File: src/rtl/axi_lite_pkg.sv
// axi_lite_pkg: shared AXI4-Lite response codes and read-FSM encodings.
package axi_lite_pkg;
    localparam logic [1:0] RESP_OKAY   = 2'b00;
    localparam logic [1:0] RESP_EXOKAY = 2'b01;
    localparam logic [1:0] RESP_SLVERR = 2'b10;
    localparam logic [1:0] RESP_DECERR = 2'b11;

    typedef enum logic [1:0] {R_IDLE, R_ADDR, R_DATA, R_RESP} r_state_t;
endpackage

File: src/rtl/axi_lite_slave_adapter_if.sv
// axi_lite_slave_adapter_if: AXI4-Lite bus bundle with master/slave views.
interface axi_lite_slave_adapter_if #(
    parameter int ADDR_W = 32,
    parameter int DATA_W = 32
);
    logic [ADDR_W-1:0]   S_AXI_AWADDR;
    logic [2:0]          S_AXI_AWPROT;
    logic                S_AXI_AWVALID;
    logic                S_AXI_AWREADY;
    logic [DATA_W-1:0]   S_AXI_WDATA;
    logic [DATA_W/8-1:0] S_AXI_WSTRB;
    logic                S_AXI_WVALID;
    logic                S_AXI_WREADY;
    logic [1:0]          S_AXI_BRESP;
    logic                S_AXI_BVALID;
    logic                S_AXI_BREADY;
    logic [ADDR_W-1:0]   S_AXI_ARADDR;
    logic [2:0]          S_AXI_ARPROT;
    logic                S_AXI_ARVALID;
    logic                S_AXI_ARREADY;
    logic [DATA_W-1:0]   S_AXI_RDATA;
    logic [1:0]          S_AXI_RRESP;
    logic                S_AXI_RVALID;
    logic                S_AXI_RREADY;

    modport slave (
        input  S_AXI_AWADDR, S_AXI_AWPROT, S_AXI_AWVALID,
        input  S_AXI_WDATA, S_AXI_WSTRB, S_AXI_WVALID,
        input  S_AXI_BREADY,
        input  S_AXI_ARADDR, S_AXI_ARPROT, S_AXI_ARVALID,
        input  S_AXI_RREADY,
        output S_AXI_AWREADY, S_AXI_WREADY,
        output S_AXI_BRESP, S_AXI_BVALID,
        output S_AXI_ARREADY,
        output S_AXI_RDATA, S_AXI_RRESP, S_AXI_RVALID
    );

    modport master (
        output S_AXI_AWADDR, S_AXI_AWPROT, S_AXI_AWVALID,
        output S_AXI_WDATA, S_AXI_WSTRB, S_AXI_WVALID,
        output S_AXI_BREADY,
        output S_AXI_ARADDR, S_AXI_ARPROT, S_AXI_ARVALID,
        output S_AXI_RREADY,
        input  S_AXI_AWREADY, S_AXI_WREADY,
        input  S_AXI_BRESP, S_AXI_BVALID,
        input  S_AXI_ARREADY,
        input  S_AXI_RDATA, S_AXI_RRESP, S_AXI_RVALID
    );
endinterface

File: src/rtl/axi_lite_resp_fifo.sv
// axi_lite_resp_fifo: small synchronous FIFO holding queued write responses.
module axi_lite_resp_fifo #(
    parameter int WIDTH = 2,
    parameter int DEPTH = 4
) (
    input  logic                   clk,
    input  logic                   rst_n,
    input  logic                   push,
    input  logic [WIDTH-1:0]       din,
    input  logic                   pop,
    output logic [WIDTH-1:0]       dout,
    output logic                   full,
    output logic                   empty,
    output logic [$clog2(DEPTH):0] count
);
    localparam int PW = $clog2(DEPTH);

    logic [WIDTH-1:0] mem [DEPTH];
    logic [PW-1:0]    wp, rp;
    logic             do_push, do_pop;

    assign full    = count == (PW+1)'(DEPTH);
    assign empty   = count == '0;
    assign do_push = push & ~full;
    assign do_pop  = pop & ~empty;
    assign dout    = mem[rp];

    always_ff @(posedge clk or negedge rst_n)
        if (!rst_n) begin
            wp    <= '0;
            rp    <= '0;
            count <= '0;
        end else begin
            wp    <= wp + PW'(do_push);
            rp    <= rp + PW'(do_pop);
            count <= count + (PW+1)'(do_push) - (PW+1)'(do_pop);
        end

    always_ff @(posedge clk)
        if (do_push) mem[wp] <= din;
endmodule

File: src/rtl/axi_lite_slave_adapter.sv
// axi_lite_slave_adapter: AXI4-Lite slave that decodes a window and forwards
// accesses to a simple registered valid/ready user port.
module axi_lite_slave_adapter
    import axi_lite_pkg::*;
#(
    parameter int              C_S_AXI_ADDR_WIDTH = 32,
    parameter int              C_S_AXI_DATA_WIDTH = 32,
    parameter longint unsigned C_BASE_ADDR        = 0,
    parameter longint unsigned C_ADDR_SPAN        = 4096,
    parameter int              C_B_DEPTH          = 4
) (
    input  logic                            ACLK,
    input  logic                            ARESETN,
    axi_lite_slave_adapter_if.slave         s_axi,
    output logic [C_S_AXI_ADDR_WIDTH-1:0]   waddr,
    output logic [C_S_AXI_DATA_WIDTH-1:0]   wdata,
    output logic [C_S_AXI_DATA_WIDTH/8-1:0] wstrb,
    output logic                            wvalid,
    input  logic                            wready,
    output logic [C_S_AXI_ADDR_WIDTH-1:0]   araddr,
    output logic                            arvalid,
    input  logic                            arready,
    input  logic [C_S_AXI_DATA_WIDTH-1:0]   rdata,
    input  logic                            rerr,
    input  logic                            rvalid,
    output logic                            rready
);
    localparam int              AW   = C_S_AXI_ADDR_WIDTH;
    localparam int              DW   = C_S_AXI_DATA_WIDTH;
    localparam int              CW   = $clog2(C_B_DEPTH) + 1;
    localparam logic [AW:0]     LO   = (AW+1)'(C_BASE_ADDR);
    localparam logic [AW:0]     SPAN = (AW+1)'(C_ADDR_SPAN);
    localparam logic [AW-1:0]   BASE = AW'(C_BASE_ADDR);

    // One extra bit: a borrow marks addr < base, and base+span never wraps.
    function automatic logic in_range(input logic [AW-1:0] a);
        logic [AW:0] d;
        d = {1'b0, a} - LO;
        return !d[AW] && (d < SPAN);
    endfunction

    logic [1:0] rst_sync;
    logic       rst_n;

    always_ff @(posedge ACLK or negedge ARESETN)
        if (!ARESETN) rst_sync <= '0;
        else          rst_sync <= {rst_sync[0], 1'b1};

    assign rst_n = rst_sync[1];

    logic            aw_full, w_full, aw_ok, wr_decerr;
    logic [AW-1:0]   aw_addr;
    logic [DW-1:0]   w_data;
    logic [DW/8-1:0] w_strb;
    logic [CW-1:0]   b_count;
    logic [CW:0]     b_occ;
    logic            b_room, b_push, b_pop, b_empty, b_full;
    logic [1:0]      b_head;

    // A complete pair waiting in the holders has a response slot reserved.
    assign aw_ok     = in_range(aw_addr);
    assign b_occ     = {1'b0, b_count} + (CW+1)'(aw_full & w_full);
    assign b_room    = b_occ < (CW+1)'(C_B_DEPTH);
    assign wr_decerr = aw_full & w_full & ~aw_ok;
    assign b_push    = (wvalid & wready) | wr_decerr;
    assign b_pop     = ~b_empty & s_axi.S_AXI_BREADY;

    assign s_axi.S_AXI_AWREADY = rst_n & ~aw_full & b_room;
    assign s_axi.S_AXI_WREADY  = rst_n & ~w_full & b_room;
    assign s_axi.S_AXI_BVALID  = ~b_empty;
    assign s_axi.S_AXI_BRESP   = b_head;

    assign waddr = aw_addr - BASE;
    assign wdata = w_data;
    assign wstrb = w_strb;

    always_ff @(posedge ACLK or negedge rst_n)
        if (!rst_n) begin
            aw_full <= 1'b0;
            w_full  <= 1'b0;
            wvalid  <= 1'b0;
            aw_addr <= '0;
            w_data  <= '0;
            w_strb  <= '0;
        end else begin
            if (s_axi.S_AXI_AWVALID && s_axi.S_AXI_AWREADY) begin
                aw_full <= 1'b1;
                aw_addr <= s_axi.S_AXI_AWADDR;
            end
            if (s_axi.S_AXI_WVALID && s_axi.S_AXI_WREADY) begin
                w_full <= 1'b1;
                w_data <= s_axi.S_AXI_WDATA;
                w_strb <= s_axi.S_AXI_WSTRB;
            end
            if (b_push) begin
                aw_full <= 1'b0;
                w_full  <= 1'b0;
                wvalid  <= 1'b0;
            end else if (aw_full && w_full && aw_ok) begin
                wvalid <= 1'b1;
            end
        end

    axi_lite_resp_fifo #(
        .WIDTH(2),
        .DEPTH(C_B_DEPTH)
    ) u_b_fifo (
        .clk  (ACLK),
        .rst_n(rst_n),
        .push (b_push),
        .din  (wvalid ? RESP_OKAY : RESP_DECERR),
        .pop  (b_pop),
        .dout (b_head),
        .full (b_full),
        .empty(b_empty),
        .count(b_count)
    );

    r_state_t      r_state, r_next;
    logic [AW-1:0] ar_addr;
    logic [DW-1:0] r_data;
    logic [1:0]    r_resp;

    always_ff @(posedge ACLK or negedge rst_n)
        if (!rst_n) r_state <= R_IDLE;
        else        r_state <= r_next;

    always_comb begin
        r_next = r_state;
        case (r_state)
            R_IDLE:  if (s_axi.S_AXI_ARVALID) r_next = in_range(s_axi.S_AXI_ARADDR) ? R_ADDR : R_RESP;
            R_ADDR:  if (arready) r_next = R_DATA;
            R_DATA:  if (rvalid) r_next = R_RESP;
            R_RESP:  if (s_axi.S_AXI_RREADY) r_next = R_IDLE;
            default: r_next = R_IDLE;
        endcase
    end

    // DECERR with zero data is preloaded; in-range reads overwrite it from the user side.
    always_ff @(posedge ACLK or negedge rst_n)
        if (!rst_n) begin
            ar_addr <= '0;
            r_data  <= '0;
            r_resp  <= RESP_OKAY;
        end else begin
            if (r_state == R_IDLE && s_axi.S_AXI_ARVALID) begin
                ar_addr <= s_axi.S_AXI_ARADDR;
                r_data  <= '0;
                r_resp  <= RESP_DECERR;
            end
            if (r_state == R_DATA && rvalid) begin
                r_data <= rdata;
                r_resp <= rerr ? RESP_SLVERR : RESP_OKAY;
            end
        end

    assign araddr              = ar_addr - BASE;
    assign arvalid             = r_state == R_ADDR;
    assign rready              = r_state == R_DATA;
    assign s_axi.S_AXI_ARREADY = rst_n & (r_state == R_IDLE);
    assign s_axi.S_AXI_RVALID  = r_state == R_RESP;
    assign s_axi.S_AXI_RDATA   = r_data;
    assign s_axi.S_AXI_RRESP   = r_resp;

    logic unused;
    assign unused = ^{s_axi.S_AXI_AWPROT, s_axi.S_AXI_ARPROT, b_full};
endmodule

File: src/flat_wrapper.sv
// flat-port wrapper written by rule: the top's interface ports become plain ports
module axi_lite_slave_adapter_flat import axi_lite_pkg::*;
#(
    parameter int              C_S_AXI_ADDR_WIDTH = 32,
    parameter int              C_S_AXI_DATA_WIDTH = 32,
    parameter longint unsigned C_BASE_ADDR        = 0,
    parameter longint unsigned C_ADDR_SPAN        = 4096,
    parameter int              C_B_DEPTH          = 4
)
  (ACLK, ARESETN, waddr, wdata, wstrb, wvalid, wready, araddr, arvalid, arready, rdata, rerr, rvalid, rready, s_axi_S_AXI_AWADDR, s_axi_S_AXI_AWPROT, s_axi_S_AXI_AWVALID, s_axi_S_AXI_WDATA, s_axi_S_AXI_WSTRB, s_axi_S_AXI_WVALID, s_axi_S_AXI_BREADY, s_axi_S_AXI_ARADDR, s_axi_S_AXI_ARPROT, s_axi_S_AXI_ARVALID, s_axi_S_AXI_RREADY, s_axi_S_AXI_AWREADY, s_axi_S_AXI_WREADY, s_axi_S_AXI_BRESP, s_axi_S_AXI_BVALID, s_axi_S_AXI_ARREADY, s_axi_S_AXI_RDATA, s_axi_S_AXI_RRESP, s_axi_S_AXI_RVALID);
  axi_lite_slave_adapter_if s_axi_i ();
  input  logic ACLK;
  input  logic ARESETN;
  output logic [C_S_AXI_ADDR_WIDTH-1:0] waddr;
  output logic [C_S_AXI_DATA_WIDTH-1:0] wdata;
  output logic [C_S_AXI_DATA_WIDTH/8-1:0] wstrb;
  output logic wvalid;
  input  logic wready;
  output logic [C_S_AXI_ADDR_WIDTH-1:0] araddr;
  output logic arvalid;
  input  logic arready;
  input  logic [C_S_AXI_DATA_WIDTH-1:0] rdata;
  input  logic rerr;
  input  logic rvalid;
  output logic rready;
  input wire logic [$bits(s_axi_i.S_AXI_AWADDR)-1:0] s_axi_S_AXI_AWADDR;
  input wire logic [$bits(s_axi_i.S_AXI_AWPROT)-1:0] s_axi_S_AXI_AWPROT;
  input wire logic [$bits(s_axi_i.S_AXI_AWVALID)-1:0] s_axi_S_AXI_AWVALID;
  input wire logic [$bits(s_axi_i.S_AXI_WDATA)-1:0] s_axi_S_AXI_WDATA;
  input wire logic [$bits(s_axi_i.S_AXI_WSTRB)-1:0] s_axi_S_AXI_WSTRB;
  input wire logic [$bits(s_axi_i.S_AXI_WVALID)-1:0] s_axi_S_AXI_WVALID;
  input wire logic [$bits(s_axi_i.S_AXI_BREADY)-1:0] s_axi_S_AXI_BREADY;
  input wire logic [$bits(s_axi_i.S_AXI_ARADDR)-1:0] s_axi_S_AXI_ARADDR;
  input wire logic [$bits(s_axi_i.S_AXI_ARPROT)-1:0] s_axi_S_AXI_ARPROT;
  input wire logic [$bits(s_axi_i.S_AXI_ARVALID)-1:0] s_axi_S_AXI_ARVALID;
  input wire logic [$bits(s_axi_i.S_AXI_RREADY)-1:0] s_axi_S_AXI_RREADY;
  output wire logic [$bits(s_axi_i.S_AXI_AWREADY)-1:0] s_axi_S_AXI_AWREADY;
  output wire logic [$bits(s_axi_i.S_AXI_WREADY)-1:0] s_axi_S_AXI_WREADY;
  output wire logic [$bits(s_axi_i.S_AXI_BRESP)-1:0] s_axi_S_AXI_BRESP;
  output wire logic [$bits(s_axi_i.S_AXI_BVALID)-1:0] s_axi_S_AXI_BVALID;
  output wire logic [$bits(s_axi_i.S_AXI_ARREADY)-1:0] s_axi_S_AXI_ARREADY;
  output wire logic [$bits(s_axi_i.S_AXI_RDATA)-1:0] s_axi_S_AXI_RDATA;
  output wire logic [$bits(s_axi_i.S_AXI_RRESP)-1:0] s_axi_S_AXI_RRESP;
  output wire logic [$bits(s_axi_i.S_AXI_RVALID)-1:0] s_axi_S_AXI_RVALID;
  assign s_axi_i.S_AXI_AWADDR = s_axi_S_AXI_AWADDR;
  assign s_axi_i.S_AXI_AWPROT = s_axi_S_AXI_AWPROT;
  assign s_axi_i.S_AXI_AWVALID = s_axi_S_AXI_AWVALID;
  assign s_axi_i.S_AXI_WDATA = s_axi_S_AXI_WDATA;
  assign s_axi_i.S_AXI_WSTRB = s_axi_S_AXI_WSTRB;
  assign s_axi_i.S_AXI_WVALID = s_axi_S_AXI_WVALID;
  assign s_axi_i.S_AXI_BREADY = s_axi_S_AXI_BREADY;
  assign s_axi_i.S_AXI_ARADDR = s_axi_S_AXI_ARADDR;
  assign s_axi_i.S_AXI_ARPROT = s_axi_S_AXI_ARPROT;
  assign s_axi_i.S_AXI_ARVALID = s_axi_S_AXI_ARVALID;
  assign s_axi_i.S_AXI_RREADY = s_axi_S_AXI_RREADY;
  assign s_axi_S_AXI_AWREADY = s_axi_i.S_AXI_AWREADY;
  assign s_axi_S_AXI_WREADY = s_axi_i.S_AXI_WREADY;
  assign s_axi_S_AXI_BRESP = s_axi_i.S_AXI_BRESP;
  assign s_axi_S_AXI_BVALID = s_axi_i.S_AXI_BVALID;
  assign s_axi_S_AXI_ARREADY = s_axi_i.S_AXI_ARREADY;
  assign s_axi_S_AXI_RDATA = s_axi_i.S_AXI_RDATA;
  assign s_axi_S_AXI_RRESP = s_axi_i.S_AXI_RRESP;
  assign s_axi_S_AXI_RVALID = s_axi_i.S_AXI_RVALID;
  axi_lite_slave_adapter #(.C_S_AXI_ADDR_WIDTH(C_S_AXI_ADDR_WIDTH), .C_S_AXI_DATA_WIDTH(C_S_AXI_DATA_WIDTH), .C_BASE_ADDR(C_BASE_ADDR), .C_ADDR_SPAN(C_ADDR_SPAN), .C_B_DEPTH(C_B_DEPTH)) u_core (.ACLK(ACLK), .ARESETN(ARESETN), .s_axi(s_axi_i), .waddr(waddr), .wdata(wdata), .wstrb(wstrb), .wvalid(wvalid), .wready(wready), .araddr(araddr), .arvalid(arvalid), .arready(arready), .rdata(rdata), .rerr(rerr), .rvalid(rvalid), .rready(rready));
endmodule
File: config.mk
export PLATFORM = sky130hd
export DESIGN_NAME = axi_lite_slave_adapter_flat
export DESIGN_NICKNAME = d
export VERILOG_FILES = /design/src/rtl/axi_lite_pkg.sv /design/src/rtl/axi_lite_slave_adapter_if.sv /design/src/rtl/axi_lite_resp_fifo.sv /design/src/rtl/axi_lite_slave_adapter.sv /design/src/flat_wrapper.sv
export SDC_FILE = /design/constraint.sdc
export NUM_CORES = 1
export LEC_CHECK = 0
export CORE_MARGIN = 5
export CORE_UTILIZATION = 41
export DETAILED_ROUTE_END_ITERATION = 10
export PLACE_DENSITY_LB_ADDON = 0.2
export SETUP_SLACK_MARGIN = 0.05
export SYNTH_ARGS = -nofsm -noshare
export SYNTH_HDL_FRONTEND = slang
export SYNTH_SLANG_ARGS = --single-unit
export TNS_END_PERCENT = 10
File: constraint.sdc
create_clock -name ACLK -period 6 [get_ports ACLK]
set_clock_uncertainty 0.15 [all_clocks]
set_input_delay 1.2 -clock ACLK [delete_from_list [all_inputs] [get_ports ACLK]]
set_output_delay 1.2 -clock ACLK [all_outputs]
set_load 0.01 [all_outputs]
Word level (Yosys, flattened, before mapping)
Memories as Yosys holds them, arrays and structs flattened. Index checks and enable logic that the tools add are counted.

Flip-flop bits (word level): 148. Memory bits (writable): 8. Input bits: 149. Output and inout bits: 144. Logic and storage cells: 82. Memories: 1.

Add/subtract/negate cells: 5. $lt $le $gt $ge: 3. Eq/ne operators: 8. Muxes and demuxes: 20. Bitwise logic cells: 18. Reduce and logical (&&, ||, !) cells: 13.

Memories: u_core.u_b_fifo.mem (words 4, width 2, read ports 1, clocked after memory_dff 0, wr ports 1, line axi_lite_resp_fifo.sv:18) `logic [WIDTH-1:0] mem [DEPTH];`.

Operator list (number): 32-bit by 13-bit less-than comparator with 1-bit output (second input constant) (2); 32-bit two-way mux (2); 2-bit two-way mux (9); 1-bit AND (12); 1-bit two-way mux (8); 2-bit case mux with 4 select lines (1); 2-bit nonzero test (4); 1-bit logical AND (6); 2-bit inequality test (second input constant) (3); 1-bit NOT (5); 2-bit by 1-bit adder with 2-bit output (2); 3-bit by 4-bit adder with 4-bit output (1); 2-bit == test (second input constant) (2); 4-bit by 3-bit less-than comparator with 1-bit output (second input constant) (1); 4-bit AND reduction (1); 3-bit by 1-bit adder with 3-bit output (1); 3-bit == test (second input constant) (1); 3-bit logical NOT (1); 3-bit by 1-bit subtractor with 3-bit output (1); 2-bit by 1-bit == test with 1-bit output (second input constant) (1); 2-bit logical NOT (1); 2-bit by 1-bit inequality test with 1-bit output (second input constant) (1); 1-bit bitwise OR (1).

Logic depth before layout (Yosys ltp)
Depth in word-level cells: 7. Gate-level depth with buffers: 9. Mapped depth without buffers: 9.

Cells and area by module
From an unflattened synthesis, not the netlist that was laid out.

Cells, all modules: 390. Area, all modules: 6117.1 µm².

Modules (own cells, without submodules): axi_lite_slave_adapter (times used 1, cells each 349, area each 5439.0 µm², sequential area each 3528.4 µm²); axi_lite_resp_fifo (times used 1, cells each 41, area each 678.2 µm², sequential area each 415.4 µm²).

Worst setup path after synthesis
Ideal clock, no wire load.

Kind: reg2out. Start point: register u_core.rst_sync[1]. End point: output s_axi_S_AXI_ARREADY. Arrival: 3972 ps. Required time: 4650 ps. Slack: 678 ps. Cell stages (with the launch flop): 2. Buffers on the path: 0. Path through: dfrtp_1 > and2_1.

Longest elaborated chain between the ends: 1.

RTL lines: start, declared (line axi_lite_slave_adapter.sv:42) `logic [1:0] rst_sync;`; start signal, assigned (line axi_lite_slave_adapter.sv:47) `else rst_sync <= {rst_sync[0], 1'b1};`; 1-bit AND (line axi_lite_slave_adapter.sv:160) `assign s_axi.S_AXI_ARREADY = rst_n & (r_state == R_IDLE);`; end, declared (line flat_wrapper.sv:41) `output wire logic [$bits(s_axi_i.S_AXI_ARREADY)-1:0] s_axi_S_AXI_ARREADY;`.

No other way between the ends.

Final worst setup path
Start point: register u_core.r_state[0]. End point: output s_axi_S_AXI_ARREADY.

Longest elaborated chain between the ends: 2.

RTL lines: start, declared (line axi_lite_slave_adapter.sv:119) `r_state_t r_state, r_next;`; start signal, assigned (line axi_lite_slave_adapter.sv:126) `else r_state <= r_next;`; 2-bit logical NOT (line axi_lite_slave_adapter.sv:160); 1-bit AND (line axi_lite_slave_adapter.sv:160).

No other way between the ends.

==> results by stage <==
Run status:
- The run finished with clean final reports.

CTS:
- After clock tree synthesis, the clock-pin slew on the worst setup and hold paths is 0.06 ns.
- For this design, the CTS-stage hold fixing added 0 buffers.
- TritonCTS built the clock tree.
- The clock drives 152 sinks.
- The maximum level of the CTS H-tree is 4.
- Buffers added to address setup during post-CTS repair amount to 0.
- The number of cells upsized or downsized after cts is 0.
- Clock latency on the worst-skew pair, taken at its later pin, is 0.41 ns.
- The clock passes through at most 2 buffers.
- Counting the buffers created by CTS gives 17.
- In this run the clock root is driven by a sky130_fd_sc_hd__clkbuf_16.

Logic synthesis:
- By count the netlist is led by sky130_fd_sc_hd__dfrtp_1 (148), sky130_fd_sc_hd__mux2_2 (90), sky130_fd_sc_hd__a22o_1 (32).
- The synthesized design contains 4 enable-type register cells.
- The cell accounting for the most synthesized area is sky130_fd_sc_hd__dfrtp_1.
- The async set-or-reset flop fraction in the synthesized netlist is 97.4%.
- Counting every instance in the synthesized netlist gives 385.
- In the post-synthesis netlist, the biggest area contributors are sky130_fd_sc_hd__dfrtp_1 (62%), sky130_fd_sc_hd__mux2_2 (17%), sky130_fd_sc_hd__a22o_1 (4.7%).
- The synthesized netlist occupies a cell area of 0.00601 mm².
- The most used flip-flop cell after synthesis is sky130_fd_sc_hd__dfrtp_1.
- Summed over its instances, the top area cell type makes up 61.6% of the synthesized netlist area.
- Yosys printed 0 warnings.
- The average footprint of a synthesized cell is 15.6 µm².
- The total nets after synthesis is 545.
- The flip-flop and latch count after synthesis is 152.
- The netlist uses 45 different library cells.
- Summing the sequential cell areas from Yosys gives 63.6% of the chip area.
- In the post-synthesis netlist, the cell with the most instances is sky130_fd_sc_hd__dfrtp_1.

Route:
- The final wirelength is 16800 µm.
- Dividing the detail-routed wire length by the instance count gives 19.2 µm.
- The length of the first detailed-routing pass in iterations is 4.
- In the routed design, unresolved DRC markers number 0.
- After the first detailed-routing iteration, the DRC count stood at 160.
- The via count of the routed design is 4332.
- The remaining antenna violation count after routing is 0.
- In the routed layout, each cell is associated on average with a via count of 4.97.

STA:
- The final number of max-transition violations is 0.
- Counting I/O delays and the setup requirement, the final critical path takes 3.34 ns.
- The maximum clock frequency is 299 MHz.
- The headroom to the max-slew limit is 49.9%.
- The number of setup violations in the final report is 0.
- After routing, the total negative slack on setup checks comes to 0 ns.
- Setup repair after global routing left no endpoint under its margin.
- The total count of hold-check failures in the final report is 0.
- For the pin with the worst max-slew slack, the measured transition is 0.752 ns.
- Of the available clock period, the critical path in the final layout requires 55.7%.

Die:
- For this design the top-level I/O count stands at 293.
- The area enclosed by the die boundary is 0.0172 mm².
- The vertical die dimension is 131 µm.
- The placement row count is 44.
- The area of the core region is 0.0145 mm².
- The floorplan die width is 131 µm.
- For this configuration, the core starts out at a cell density of 41.5%.

Setup path:
- The critical path is of the flop to output pin type.
- STA classifies the critical path endpoint as an output pin.
- For the worst setup path, the data required time is 4.65 ns.
- The worst register-to-register path has a setup slack of 3.23 ns.
- STA puts the critical path data arrival time at 1.99 ns.
- The number of cells on the worst reg-to-reg path is 9.
- The worst setup path is launched from a flop.
- The largest fanout on the critical path is 6.

Finish:
- The final antenna diode count is 0.
- The ratio of cells with drive above 1 in the final layout is 20.5%.
- The final layout net count is 839.
- The number of filler instances in the final layout is 1083.
- Once layout is done, the placed cells without fillers occupy 0.00958 mm².
- The relative area change from synthesis to final layout is 59.5%.

Global routing:
- The total congestion overflow after global routing is 0.
- The initial antenna violation count was 0.
- The maximum number of pins on one net before global-route repair is 61.
- The number of global-route vias before repair came to 4711.
- The total global-route track usage is 19.2%.
- The wire length of the first global-routing pass is 25200 µm.

Hold path:
- The min-delay analysis places its worst path in the category flop to async pin.

Pwr:
- For this design the static power due to leakage is 4.06 nW.
- Dividing total power by cell area gives a power density of 520 mW/mm².
- The worst-case IR drop observed on VDD is 0.266 mV.

Placed design:
- The congestion estimate from routability-driven global placement came to 0.755.
- Detailed placement ended at an HPWL of 12700 µm.
- The cell area after placement is 0.00904 mm².
- The quantity of I/O buffers inserted on ports is 286.

Job:
- Max-cap violations in this run came to 0.
-- metal layers --
metal  vias up  GRT usage (%)  wire, µm
met4         0           8.47       562
met3        39           8.75      1770
li1       1980              -         -
met2       188           31.6      8290
met1      2125           21.4      6170
met5         -              0         0
-- worst paths after layout --
kind / to / startpoint
min in group ACLK: u_core.rst_sync[1]$_DFF_PN0_ / u_core.rst_sync[0]$_DFF_PN0_
max in group asynchronous: u_core.wdata[2]$_DFFE_PN0P_ / u_core.rst_sync[1]$_DFF_PN0_
min reg2reg: u_core.ar_addr[27]$_DFFE_PN0P_ / u_core.rst_sync[1]$_DFF_PN0_
min: u_core.ar_addr[27]$_DFFE_PN0P_ / u_core.rst_sync[1]$_DFF_PN0_
max reg2reg: u_core.u_b_fifo.count[2]$_DFF_PN0_ / u_core.aw_addr[13]$_DFFE_PN0P_
max: s_axi_S_AXI_ARREADY / u_core.r_state[0]$_DFFE_PN0P_
-- sequential cells by signal (all words and copies together) (netlist names), 3 cells and up --
| name | flops |
|---|---|
| u_core.ar_addr | 32 |
| u_core.aw_addr | 32 |
| u_core.s_axi.S_AXI_RDATA | 32 |
| u_core.u_b_fifo.count | 3 |
| u_core.u_b_fifo.mem | 4 |
| u_core.wdata | 32 |
| u_core.wstrb | 4 |
-- cell type report --
class / count / area [µm²] / area share, %
Multi-Input combinational cell: 204 / 2030 / 21.1
Sequential cell: 152 / 3830 / 39.9
Inverter: 11 / 41.3 / 0.431
Timing Repair Buffer: 293 / 2920 / 30.4
Clock buffer: 23 / 468 / 4.88
Tap cell: 184 / 230 / 2.40
Clock inverter: 5 / 75.1 / 0.783
-- stage by stage --
stage | cells | util (%) | setup slack, ns | power, mW | hold WS [ns]
floorplan | 385 | - | 0.678 | 2.76 | 0.181
global placement | 844 | 62.4 | 2.51 | 3.95 | 0.154
detailed placement | 844 | 62.4 | 2.49 | 4.02 | 0.154
CTS | 872 | 66.2 | 2.61 | 5.05 | 0.162
global route | 872 | 66.2 | 2.49 | 5.26 | 0.192
finish | 872 | 66.2 | 2.66 | 4.98 | 0.140
-- where the power goes --
group	internal (mW)	switching, mW
Clock	0.622	0.380
Sequential	1.51	0.296
Combinational	1.34	0.829
-- worst max-delay path: stages (launching register included) --
cell                              delay (ns)
sky130_fd_sc_hd__dfrtp_1                0.42
sky130_fd_sc_hd__inv_1                  0.14
sky130_fd_sc_hd__ha_1                   0.30
sky130_fd_sc_hd__and2_1                 0.16
sky130_fd_sc_hd__clkdlybuf4s50_1        0.56
-- cells in the final DEF, fill, tap and decap left out, drive strengths merged, types with 2 or more instances in the layout --
cell and count:
clkdlybuf4s50 286, dfrtp 148, mux2 100, a22o 32, clkbuf 23, inv 11
ha 10, nor4 8, nand2 7, buf 7, nor2 6, a21oi 5
edfxtp 4, nor3 4, nor3b 4, and2 3, xor2 3, clkinv 3
o21ai 3, bufinv 2, nand2b 2, and3b 2
-- cells by family after synthesis --
| group | Yosys count | share of synthesized area, % |
|---|---|---|
| multiplexers | 102 | 19.9 |
| XOR/XNOR | 3 | 0.437 |
| adder cells (fa/ha/maj) | 11 | 2.42 |
| flip-flops | 152 | 63.6 |
| buffers and inverters | 29 | 2.73 |
| AO/OA/AOI/OAI | 46 | 6.43 |
| other | 1 | 0.0624 |
| AND/OR/NAND/NOR | 41 | 4.37 |
Note: power is estimated with default switching activity, not from simulation.
